--- src/rtl/lcd_pkg.sv ---
// ---------------------------------------------------------------------------
// lcd_pkg -- shared types and constants for the HD44780-style LCD write
// controller (lcd_write_ctrl, lcd_timer, lcd_write_ctrl_if).
//
// Contents:
//   lcd_state_e   controller state encoding
//   CMD_*         command bytes the controller itself recognises or issues
//   INIT_CMDS     power-up command table, used when LCD_INIT_SEQ_EN is defined
//   next_cursor   cursor update rule for one byte written to the panel
//   is_long_wait  selects the long post-write wait (clear / home)
//   cnt_width     timer width able to hold the largest wait count
// ---------------------------------------------------------------------------
package lcd_pkg;

    typedef enum logic [2:0] {
        ST_PWR_WAIT,
        ST_INIT,
        ST_IDLE,
        ST_SETUP,
        ST_PULSE,
        ST_HOLD,
        ST_WAIT,
        ST_AUTO
    } lcd_state_e;

    localparam int CURSOR_W = 5;

    localparam logic [7:0] CMD_CLEAR = 8'h01;
    localparam logic [7:0] CMD_HOME  = 8'h02;
    localparam logic [7:0] CMD_LINE1 = 8'h80;
    localparam logic [7:0] CMD_LINE2 = 8'hC0;

    // Function set 8-bit/2-line (three times), display on, entry mode, clear.
    // Entry 0 is issued first.
    localparam int INIT_LEN = 6;
    localparam logic [INIT_LEN-1:0][7:0] INIT_CMDS =
        {CMD_CLEAR, 8'h06, 8'h0C, 8'h38, 8'h38, 8'h38};

    // Cursor position after writing one byte. Data advances modulo 32;
    // clear/home return to 0; a DDRAM address command maps line bit 6 and
    // column bits 3:0 onto the 32-character position.
    function automatic logic [CURSOR_W-1:0] next_cursor(
        input logic [CURSOR_W-1:0] cur,
        input logic [7:0]          data,
        input logic                rs
    );
        if (rs)
            next_cursor = cur + 5'd1;
        else if (data == CMD_CLEAR || data == CMD_HOME)
            next_cursor = '0;
        else if (data[7])
            next_cursor = {data[6], data[3:0]};
        else
            next_cursor = cur;
    endfunction

    function automatic logic is_long_wait(input logic [7:0] data, input logic rs);
        return !rs && (data == CMD_CLEAR || data == CMD_HOME);
    endfunction

    function automatic int cnt_width(input int a, input int b, input int c, input int d);
        int m;
        m = a;
        if (b > m) m = b;
        if (c > m) m = c;
        if (d > m) m = d;
        return $clog2(m + 1);
    endfunction

endpackage

--- src/rtl/lcd_write_ctrl_if.sv ---
// ---------------------------------------------------------------------------
// lcd_write_ctrl_if -- request handshake and LCD pin bundle.
//
//   req_valid  request present            (master -> slave)
//   req_ready  controller can accept      (slave -> master)
//   req_data   byte to write              (master -> slave)
//   req_rs     1 = data, 0 = command      (master -> slave)
//   lcd_db     LCD data bus               (slave out)
//   lcd_rs     LCD register select        (slave out)
//   lcd_rw     LCD read/write, always 0   (slave out)
//   lcd_e      LCD enable strobe          (slave out)
//   busy       !req_ready                 (slave out)
//   cursor     character position 0..31   (slave out)
//
// The slave modport is the controller; the master modport is its client.
// ---------------------------------------------------------------------------
interface lcd_write_ctrl_if;
    import lcd_pkg::*;

    logic                req_valid;
    logic                req_ready;
    logic [7:0]          req_data;
    logic                req_rs;
    logic [7:0]          lcd_db;
    logic                lcd_rs;
    logic                lcd_rw;
    logic                lcd_e;
    logic                busy;
    logic [CURSOR_W-1:0] cursor;

    modport master (
        output req_valid, req_data, req_rs,
        input  req_ready, lcd_db, lcd_rs, lcd_rw, lcd_e, busy, cursor
    );

    modport slave (
        input  req_valid, req_data, req_rs,
        output req_ready, lcd_db, lcd_rs, lcd_rw, lcd_e, busy, cursor
    );

endinterface

--- src/rtl/lcd_timer.sv ---
// ---------------------------------------------------------------------------
// lcd_timer -- loadable down-counter shared by the power-up wait, the E pulse
// and the post-write wait.
//
//   clk         system clock
//   rst_n       asynchronous active-low reset (counter takes RST_VAL)
//   load_i      load load_val_i on this edge
//   load_val_i  number of cycles to run
//   done_o      high during the last cycle of the count (and when idle)
//
// A count of N loaded at edge L raises done_o during the cycle before edge
// L+N, so a state that leaves on done_o occupies exactly N cycles.
// ---------------------------------------------------------------------------
module lcd_timer #(
    parameter int          W       = 8,
    parameter int unsigned RST_VAL = 0
) (
    input  logic         clk,
    input  logic         rst_n,
    input  logic         load_i,
    input  logic [W-1:0] load_val_i,
    output logic         done_o
);

    logic [W-1:0] cnt_q;

    always_ff @(posedge clk or negedge rst_n) begin
        if (!rst_n)
            cnt_q <= W'(RST_VAL);
        else if (load_i)
            cnt_q <= load_val_i;
        else if (cnt_q != '0)
            cnt_q <= cnt_q - 1'b1;
    end

    assign done_o = (cnt_q <= W'(1));

endmodule

--- src/rtl/lcd_write_ctrl.sv ---
// ---------------------------------------------------------------------------
// lcd_write_ctrl -- writes command/data bytes to an HD44780-style character
// LCD in 8-bit mode, generating the E strobe and the post-write waits, and
// tracking the cursor across a 2x16 display (wrapping lines automatically).
//
// Ports:
//   clk    system clock
//   rst_n  asynchronous active-low reset
//   bus    lcd_write_ctrl_if.slave: req_valid/req_ready/req_data/req_rs
//          handshake in, lcd_db/lcd_rs/lcd_rw/lcd_e pins, busy, cursor out
//
// Parameters (in clk cycles): E_PULSE_CYC, CMD_WAIT_CYC, CLR_WAIT_CYC,
// PWR_WAIT_CYC.
//
// Build option LCD_INIT_SEQ_EN: when defined, reset leads to a power-up wait
// followed by the INIT_CMDS sequence before IDLE; otherwise reset leads
// straight to IDLE.
// ---------------------------------------------------------------------------
module lcd_write_ctrl
    import lcd_pkg::*;
#(
    parameter int E_PULSE_CYC  = 12,
    parameter int CMD_WAIT_CYC = 2000,
    parameter int CLR_WAIT_CYC = 82000,
    parameter int PWR_WAIT_CYC = 750000
) (
    input  logic              clk,
    input  logic              rst_n,
    lcd_write_ctrl_if.slave   bus
);

    localparam int TW = cnt_width(E_PULSE_CYC, CMD_WAIT_CYC, CLR_WAIT_CYC, PWR_WAIT_CYC);

`ifdef LCD_INIT_SEQ_EN
    localparam int unsigned TMR_RST   = PWR_WAIT_CYC;
    localparam lcd_state_e  RST_STATE = ST_PWR_WAIT;
`else
    localparam int unsigned TMR_RST   = 0;
    localparam lcd_state_e  RST_STATE = ST_IDLE;
`endif

    lcd_state_e          state_q;
    logic [7:0]          db_q;
    logic                rs_q;
    logic                e_q;
    logic                ready_q;
    logic [CURSOR_W-1:0] cursor_q;
    logic                long_wait_q;   // captured byte needs CLR_WAIT_CYC
    logic                auto_pend_q;   // a line-change command follows
    logic [7:0]          auto_cmd_q;
`ifdef LCD_INIT_SEQ_EN
    logic [2:0]          init_idx_q;
`endif

    // Byte capture: one source per state that starts a write.
    logic                cap_en;
    logic [7:0]          cap_data;
    logic                cap_rs;
    logic [CURSOR_W-1:0] cursor_d;

    always_comb begin
        cap_en   = 1'b0;
        cap_data = bus.req_data;
        cap_rs   = bus.req_rs;
        case (state_q)
            ST_IDLE: cap_en = ready_q && bus.req_valid;
            ST_AUTO: begin
                cap_en   = 1'b1;
                cap_data = auto_cmd_q;
                cap_rs   = 1'b0;
            end
`ifdef LCD_INIT_SEQ_EN
            ST_INIT: begin
                cap_en   = 1'b1;
                cap_data = INIT_CMDS[init_idx_q];
                cap_rs   = 1'b0;
            end
`endif
            default: ;
        endcase
        cursor_d = next_cursor(cursor_q, cap_data, cap_rs);
    end

    // Timer loads on the single-cycle SETUP and HOLD states so that PULSE
    // and WAIT each last exactly their programmed number of cycles.
    logic          tmr_load;
    logic [TW-1:0] tmr_val;
    logic          tmr_done;

    always_comb begin
        tmr_load = 1'b0;
        tmr_val  = '0;
        if (state_q == ST_SETUP) begin
            tmr_load = 1'b1;
            tmr_val  = TW'(E_PULSE_CYC);
        end else if (state_q == ST_HOLD) begin
            tmr_load = 1'b1;
            tmr_val  = long_wait_q ? TW'(CLR_WAIT_CYC) : TW'(CMD_WAIT_CYC);
        end
    end

    lcd_timer #(
        .W       (TW),
        .RST_VAL (TMR_RST)
    ) u_timer (
        .clk        (clk),
        .rst_n      (rst_n),
        .load_i     (tmr_load),
        .load_val_i (tmr_val),
        .done_o     (tmr_done)
    );

    always_ff @(posedge clk or negedge rst_n) begin
        if (!rst_n) begin
            state_q     <= RST_STATE;
            db_q        <= 8'h00;
            rs_q        <= 1'b0;
            e_q         <= 1'b0;
            ready_q     <= 1'b0;
            cursor_q    <= '0;
            long_wait_q <= 1'b0;
            auto_pend_q <= 1'b0;
            auto_cmd_q  <= 8'h00;
`ifdef LCD_INIT_SEQ_EN
            init_idx_q  <= 3'd0;
`endif
        end else begin
            // The bus is only rewritten at capture, so it stays stable from
            // SETUP through HOLD and beyond.
            if (cap_en) begin
                db_q        <= cap_data;
                rs_q        <= cap_rs;
                cursor_q    <= cursor_d;
                long_wait_q <= is_long_wait(cap_data, cap_rs);
                auto_pend_q <= cap_rs && (cursor_d == 5'd16 || cursor_d == 5'd0);
                auto_cmd_q  <= (cursor_d == 5'd0) ? CMD_LINE1 : CMD_LINE2;
            end

            case (state_q)
                ST_PWR_WAIT: if (tmr_done) state_q <= ST_INIT;
                ST_INIT: begin
`ifdef LCD_INIT_SEQ_EN
                    init_idx_q <= init_idx_q + 3'd1;
                    state_q    <= ST_SETUP;
`else
                    state_q    <= ST_IDLE;
`endif
                end
                ST_IDLE: begin
                    if (cap_en) begin
                        ready_q <= 1'b0;
                        state_q <= ST_SETUP;
                    end else begin
                        ready_q <= 1'b1;
                    end
                end
                ST_SETUP: begin
                    e_q     <= 1'b1;
                    state_q <= ST_PULSE;
                end
                ST_PULSE: begin
                    if (tmr_done) begin
                        e_q     <= 1'b0;
                        state_q <= ST_HOLD;
                    end
                end
                ST_HOLD: state_q <= ST_WAIT;
                ST_WAIT: begin
                    if (tmr_done) begin
                        if (auto_pend_q)
                            state_q <= ST_AUTO;
`ifdef LCD_INIT_SEQ_EN
                        else if (init_idx_q != 3'(INIT_LEN))
                            state_q <= ST_INIT;
`endif
                        else begin
                            ready_q <= 1'b1;
                            state_q <= ST_IDLE;
                        end
                    end
                end
                ST_AUTO: state_q <= ST_SETUP;
                default: state_q <= RST_STATE;
            endcase
        end
    end

    assign bus.req_ready = ready_q;
    assign bus.busy      = ~ready_q;
    assign bus.lcd_db    = db_q;
    assign bus.lcd_rs    = rs_q;
    assign bus.lcd_rw    = 1'b0;
    assign bus.lcd_e     = e_q;
    assign bus.cursor    = cursor_q;

endmodule

--- src/flat_wrapper.sv ---
// flat-port wrapper written by rule: the top's interface ports become plain ports
module lcd_write_ctrl_flat import lcd_pkg::*;
#(
    parameter int E_PULSE_CYC  = 12,
    parameter int CMD_WAIT_CYC = 2000,
    parameter int CLR_WAIT_CYC = 82000,
    parameter int PWR_WAIT_CYC = 750000
)
  (clk, rst_n, bus_req_valid, bus_req_data, bus_req_rs, bus_req_ready, bus_lcd_db, bus_lcd_rs, bus_lcd_rw, bus_lcd_e, bus_busy, bus_cursor);
  lcd_write_ctrl_if bus_i ();
  input  logic clk;
  input  logic rst_n;
  input wire logic [$bits(bus_i.req_valid)-1:0] bus_req_valid;
  input wire logic [$bits(bus_i.req_data)-1:0] bus_req_data;
  input wire logic [$bits(bus_i.req_rs)-1:0] bus_req_rs;
  output wire logic [$bits(bus_i.req_ready)-1:0] bus_req_ready;
  output wire logic [$bits(bus_i.lcd_db)-1:0] bus_lcd_db;
  output wire logic [$bits(bus_i.lcd_rs)-1:0] bus_lcd_rs;
  output wire logic [$bits(bus_i.lcd_rw)-1:0] bus_lcd_rw;
  output wire logic [$bits(bus_i.lcd_e)-1:0] bus_lcd_e;
  output wire logic [$bits(bus_i.busy)-1:0] bus_busy;
  output wire logic [$bits(bus_i.cursor)-1:0] bus_cursor;
  assign bus_i.req_valid = bus_req_valid;
  assign bus_i.req_data = bus_req_data;
  assign bus_i.req_rs = bus_req_rs;
  assign bus_req_ready = bus_i.req_ready;
  assign bus_lcd_db = bus_i.lcd_db;
  assign bus_lcd_rs = bus_i.lcd_rs;
  assign bus_lcd_rw = bus_i.lcd_rw;
  assign bus_lcd_e = bus_i.lcd_e;
  assign bus_busy = bus_i.busy;
  assign bus_cursor = bus_i.cursor;
  lcd_write_ctrl #(.E_PULSE_CYC(E_PULSE_CYC), .CMD_WAIT_CYC(CMD_WAIT_CYC), .CLR_WAIT_CYC(CLR_WAIT_CYC), .PWR_WAIT_CYC(PWR_WAIT_CYC)) u_core (.clk(clk), .rst_n(rst_n), .bus(bus_i));
endmodule
--- config.mk ---
export PLATFORM = sky130hd
export DESIGN_NAME = lcd_write_ctrl_flat
export DESIGN_NICKNAME = d
export VERILOG_FILES = /design/src/rtl/lcd_pkg.sv /design/src/rtl/lcd_write_ctrl_if.sv /design/src/rtl/lcd_timer.sv /design/src/rtl/lcd_write_ctrl.sv /design/src/flat_wrapper.sv
export SDC_FILE = /design/constraint.sdc
export NUM_CORES = 1
export LEC_CHECK = 0
export CAP_MARGIN = 40
export CORE_MARGIN = 2
export CORE_UTILIZATION = 60
export DETAILED_ROUTE_END_ITERATION = 8
export PLACE_DENSITY = 0.85
export SLEW_MARGIN = 20
export SYNTH_ARGS = -nofsm -noshare
export SYNTH_HDL_FRONTEND = slang
export SYNTH_SLANG_ARGS = --single-unit
--- constraint.sdc ---
create_clock -name clk -period 3.3 [get_ports clk]
set_input_delay 0.99 -clock clk [delete_from_list [all_inputs] [get_ports clk]]
set_output_delay 0.99 -clock clk [all_outputs]
set_load 0.01 [all_outputs]
==> impl_metrics.tcl <==
set metrics [dict create \
    status "finished clean" \
    final_common_cell "dfrtp_1" \
    worst_pin_slew_ns 0.6020 \
    synth_edf_count 0 \
    cts_root_buffer "clkbuf_8" \
    period_share_pct 81.59 \
    initial_core_util_pct 61.73 \
    synthesis.instances 251 \
    grt_pass1_wl_um 8956 \
    maxCapViolations 0 \
    coreArea_mm2 0.003943 \
    die_area_mm2 0.004581 \
    postCtsSetupRepairBufs 0 \
    gp_congestion 0.8575 \
    pre_cts_ws_ns 0.3016 \
    critical_path_class "primary input to flip-flop" \
    fmax_ghz 0.3714 \
    drive_above_1_share_pct 9.286 \
    synthesis.area_per_instance_um2 9.696 \
    hold_start "u_core.bus.lcd_db[7]$_DFFE_PN0P_" \
    cp.required_ns 3.46 \
    clkSinkCount 43 \
    clk_path_buf_depth 2 \
    dp.cells 323 \
    antenna_found_initial 0 \
    worstSkewPairLatency_ns 0.30 \
    wl_um 5318 \
    dpl.hpwl_um 3824 \
    ys_ff_latch 43 \
    use_met2_pct 44.73 \
    use_met1_pct 32.47 \
    ctsHtreeMaxLevel 2 \
    final_area_mm2 0.002880 \
    critPathArrivalTime_ns 2.85 \
    rr_endpoint "u_core.u_timer.cnt_q[10]$_DFFE_PN0P_" \
    swShare_pct 41.14 \
    rrSetupSlack_ns 0.91 \
    synth.distinct_cells 59 \
    cts_resized 0 \
    powerDensity_mw_per_mm2 963.3 \
    power.total_mw 2.775 \
    rsz0062_at_grt "no" \
    holdPathStages 2 \
    routed_via_density 6.100 \
    ys_warn_count 0 \
    synthesis.area_mm2 0.002434 \
    grt_pass1_vias 1942 \
    synth_ff_type "dfrtp_1" \
    hold_path_end "u_core.bus.lcd_db[7]$_DFFE_PN0P_" \
    diodes 0 \
    final-hold-violation-count 0 \
    comb_power_share_pct 46.6 \
    period_minus_slack_ns 2.693 \
    grt-busiest-layer "met2" \
    cts-buffers-inserted 5 \
    io_pins 30 \
    drtIter0Drc 147 \
    worst_clock_skew_ns 0.006953 \
    clk_pin_slew_ns 0.08 \
    avgRoutedWirePerCell_um 16.12 \
    area_delta_synth_final_pct 18.35 \
    crit_fanout 9 \
    fin_util_pct 73.06 \
    p_leak_nw 1.208 \
    num_rows 23 \
    synth-seq-area-share_pct 44.27 \
    setup_viol 0 \
    switching_power_mw 1.141 \
    ff2ff_path_depth 7 \
    tns_ns 0 \
    hp-class "flip-flop to flip-flop" \
    stdcell_count 330 \
    p_int_mw 1.633 \
    post_dp_cell_area_mm2 0.002774 \
    power_frac_seq_pct 38.7 \
    drc 0 \
    die_h_um 67.69 \
    fin_nets 295 \
    cp-start-kind "primary input" \
    cp-end-kind "flip-flop" \
    final_cell_mix "dfrtp_1, nor2_1, clkdlybuf4s50_1, nand2_1, a21oi_1" \
    slew_headroom_pct 59.60 \
    pwr-share-clk_pct 14.7 \
    die_w_um 67.69 \
    layout_setup_ws_ns 0.6074 \
    ctsHoldBuffers 0 \
    grt_use_total_pct 26.12 \
    numPortBuffers 28 \
    synthArstFlopShare_pct 100.0 \
    overflow 0 \
    ir_drop_mv 0.5428 \
    nFillCells 278 \
    slew_violations 0 \
    ant_nets 0 \
    cts_tree "built" \
    drt_pass1_iterations 4 \
    worstReg2RegStart "u_core.u_timer.cnt_q[0]$_DFFE_PN0P_" \
    syn-num-nets 266 \
    via_count 2013 \
    grt_start_max_net_pins 25 \
    grtUsageMet3_pct 7.833 \
    hold_ws_ns 0.4949 \
]
==> how the worst max path moves through the flow <==
stage / start / end / slack (ns)
floorplan: bus_req_data[7] / u_core.bus.cursor[1]$_DFFE_PN0P_ / 0.91
global placement: bus_req_data[7] / u_core.bus.cursor[3]$_DFFE_PN0P_ / 0.40
detailed placement: bus_req_data[7] / u_core.bus.cursor[2]$_DFFE_PN0P_ / 0.30
CTS: bus_req_data[7] / u_core.bus.cursor[2]$_DFFE_PN0P_ / 0.63
global route: bus_req_data[7] / u_core.bus.cursor[1]$_DFFE_PN0P_ / 0.46
finish: bus_req_data[7] / u_core.bus.cursor[1]$_DFFE_PN0P_ / 0.61
==> power by group through the flow <==
stage          logic [mW]  clock network, mW  registers (mW)
6_report             1.29              0.408            1.07
5_1_grt              1.44              0.435            1.11
3_3_place_gp         1.24                  0            1.07
2_1_floorplan       0.883                  0            1.03
4_1_cts              1.30              0.412            1.07
3_5_place_dp         1.28                  0            1.07
==> area by class of cell <==
type | instances | area (µm²) | share of cell area [%]
Multi-Input combinational cell | 191 | 1286 | 44.66
Sequential cell | 43 | 1077 | 37.40
Timing Repair Buffer | 31 | 317.8 | 11.03
Clock buffer | 5 | 68.82 | 2.389
Tap cell | 50 | 62.56 | 2.172
Clock inverter | 2 | 37.54 | 1.303
Inverter | 8 | 30.03 | 1.043
==> flip-flops by register name (all words and copies together) (netlist names) <==
name	cells
u_core.auto_pend_q	1
u_core.auto_cmd_q	2
u_core.bus.lcd_rs	1
u_core.long_wait_q	1
u_core.u_timer.cnt_q	20
u_core.bus.lcd_e	1
u_core.state_q	3
u_core.bus.cursor	5
u_core.bus.req_ready	1
u_core.bus.lcd_db	8
==> worst max-delay path: stages <==
cell             delay [ns]
clkdlybuf4s50_1        0.53
or4_1                  0.54
nor4_1                 0.28
o21ai_1                0.23
a2bb2oi_1              0.18
o21ai_0                0.09
==> logic make-up (layout without fill, tap and decap cells) <==
| logic type | Yosys count | in the layout | synth area share [%] |
|---|---|---|---|
| simple gates | 105 | 105 | 25.50 |
| compound gates | 56 | 56 | 15.84 |
| flops | 43 | 43 | 44.27 |
| xor+xnor | 17 | 17 | 6.119 |
| buf+inv | 17 | 46 | 2.879 |
| mux | 9 | 9 | 3.702 |
| fa+ha+maj | 3 | 3 | 1.543 |
| other cells | 1 | 1 | 0.1541 |
==> Yosys cell counts (2+ instances only) <==
| library cell | n | share of area (%) |
|---|---|---|
| nor4_4 | 2 | 1.7 |
| ha_1 | 3 | 1.5 |
| clkbuf_1 | 6 | 0.93 |
| o21ai_0 | 13 | 2.7 |
| or2_2 | 2 | 0.51 |
| dfrtp_1 | 42 | 43 |
| o31ai_1 | 3 | 0.93 |
| nor2b_1 | 2 | 0.51 |
| o41ai_1 | 2 | 0.72 |
| xor2_1 | 9 | 3.2 |
| buf_2 | 2 | 0.41 |
| and3_1 | 5 | 1.3 |
| nand2_1 | 15 | 2.3 |
| or4_1 | 2 | 0.62 |
| nand4_1 | 3 | 0.77 |
| a21oi_1 | 14 | 2.9 |
| inv_1 | 8 | 1.2 |
| nand4b_1 | 4 | 1.4 |
| nand2b_1 | 3 | 0.77 |
| xnor2_1 | 8 | 2.9 |
| mux2i_1 | 9 | 3.7 |
| nor4_1 | 3 | 0.77 |
| nor3_1 | 6 | 1.2 |
| nand3_1 | 6 | 1.2 |
| nand3b_1 | 2 | 0.62 |
| a32o_1 | 5 | 2.1 |
| o22a_1 | 2 | 0.72 |
| nor2_1 | 36 | 5.6 |
| a31oi_1 | 4 | 1.0 |
==> per-layer routing <==
layer  routed length (µm)  part of all wire [%]
met3                  233                   4.4
met2                 2663                    50
met1                 2371                    45
met5                    0                     0
met4                   50                  0.94
(Power assumes the default switching activity.)
==> variant (config.mk and constraints unchanged) <==
Add a define of `LCD_INIT_SEQ_EN`.
--- a/src/rtl/lcd_write_ctrl.sv
+++ b/src/rtl/lcd_write_ctrl.sv
@@ -17,4 +17,6 @@
 // straight to IDLE.
 // ---------------------------------------------------------------------------
+`define LCD_INIT_SEQ_EN
+
 module lcd_write_ctrl
     import lcd_pkg::*;
Behaviour: not the same (a bounded check fails within 4 cycles, from zero or initial values and one cycle with rst_n low).
==> variant against the unedited design <==
Critical path depth unchanged. Setup slack improved by 0.078 ns. Count of clock-buffer cells in the layout increased by 2. Wire length increased by 18%. Synthesized area increased by 12%. Sequential cell count increased by 3. Design area increased by 8.9%. Core utilization decreased by 0.99 points. Die area increased by 11%. Clock skew decreased by 0.0031 ns. Highest routed layer unchanged.
Power is left out: it rests on default switching activity, and per cell area and clock period it moved more than threefold.
==> variant: results (changes against the unedited design) <==
multi_input_gates: 230  # +20%
grt_pass1_wl_um: 10680  # +19%
synth_cell_types: 61  # +3.4%
sh_seq_area_pct: 37.08  # -0.32 points
fillers: 325  # +17%
synth_top_area_share_pct: 33.20  # -10 points
grt_max_degree: 20  # -20%
synth_top_family_by_area: "compound AO/OA/AOI/OAI gates"
synth_cells: 302  # +20%
fp.dieW_um: 71.26  # +5.3%
place_congestion: 0.8838  # +3.1%
postPlaceCellArea_um2: 3047  # +9.8%
n_all_buffers: 39  # +26%
outcome: "finished clean"
num-nonclk-inverters: 9  # +1
hold_start: "u_core.u_timer.cnt_q[19]$_DFFE_PN1P_"
synth_xor_area_share_pct: 5.486  # -0.63 points
drt_iter0_markers: 171  # +16%
synth.top_cells.by_count: "36 x dfrtp_1, 35 x nor2_1, 34 x a21oi_1, 20 x o21ai_0, 16 x nand2_1"
reg2reg_from: "u_core.state_q[1]$_DFFE_PN0P_"
synthMuxAreaShare_pct: 0  # -3.7 points
routed_wl_um: 6258  # +18%
fin_skew_ns: 0.003891  # -0.003061 ns
viasPerCell: 6.349  # +4.1%
worstPathMaxFanout: 5  # -4
buf_share_pct: 11.40  # +0.37 points
variant: path summary, 6_finish.rpt:
path	endpoint	cells past startpoint	slack (ns)
worst max-delay path	u_core.bus.cursor[0]$_DFFE_PN0P_	6	0.69
worst min-delay path	u_core.u_timer.cnt_q[19]$_DFFE_PN1P_	2	0.50
worst max register to register	u_core.bus.cursor[0]$_DFFE_PN0P_	6	0.81
worst min register to register	u_core.u_timer.cnt_q[19]$_DFFE_PN1P_	2	0.50
max in group asynchronous	u_core.u_timer.cnt_q[4]$_DFFE_PN1P_	2	2.15
min in group asynchronous	u_core.u_timer.cnt_q[0]$_DFFE_PN0P_	1	0.55
variant: critical path, stage by stage:
cell and delay [ns]:
clkdlybuf4s50_1 0.46, a32o_1 0.26, a21oi_1 0.33, nand4_1 0.20
o311ai_0 0.40, a31oi_1 0.14
variant: routing by layer:
layer	GRT usage, %	wire length [um]	up-vias
met5	0	0	-
met4	10.27	172	0
met3	5.063	350	19
met2	42.90	2924	98
met1	35.16	2811	1159
li1	-	-	1162
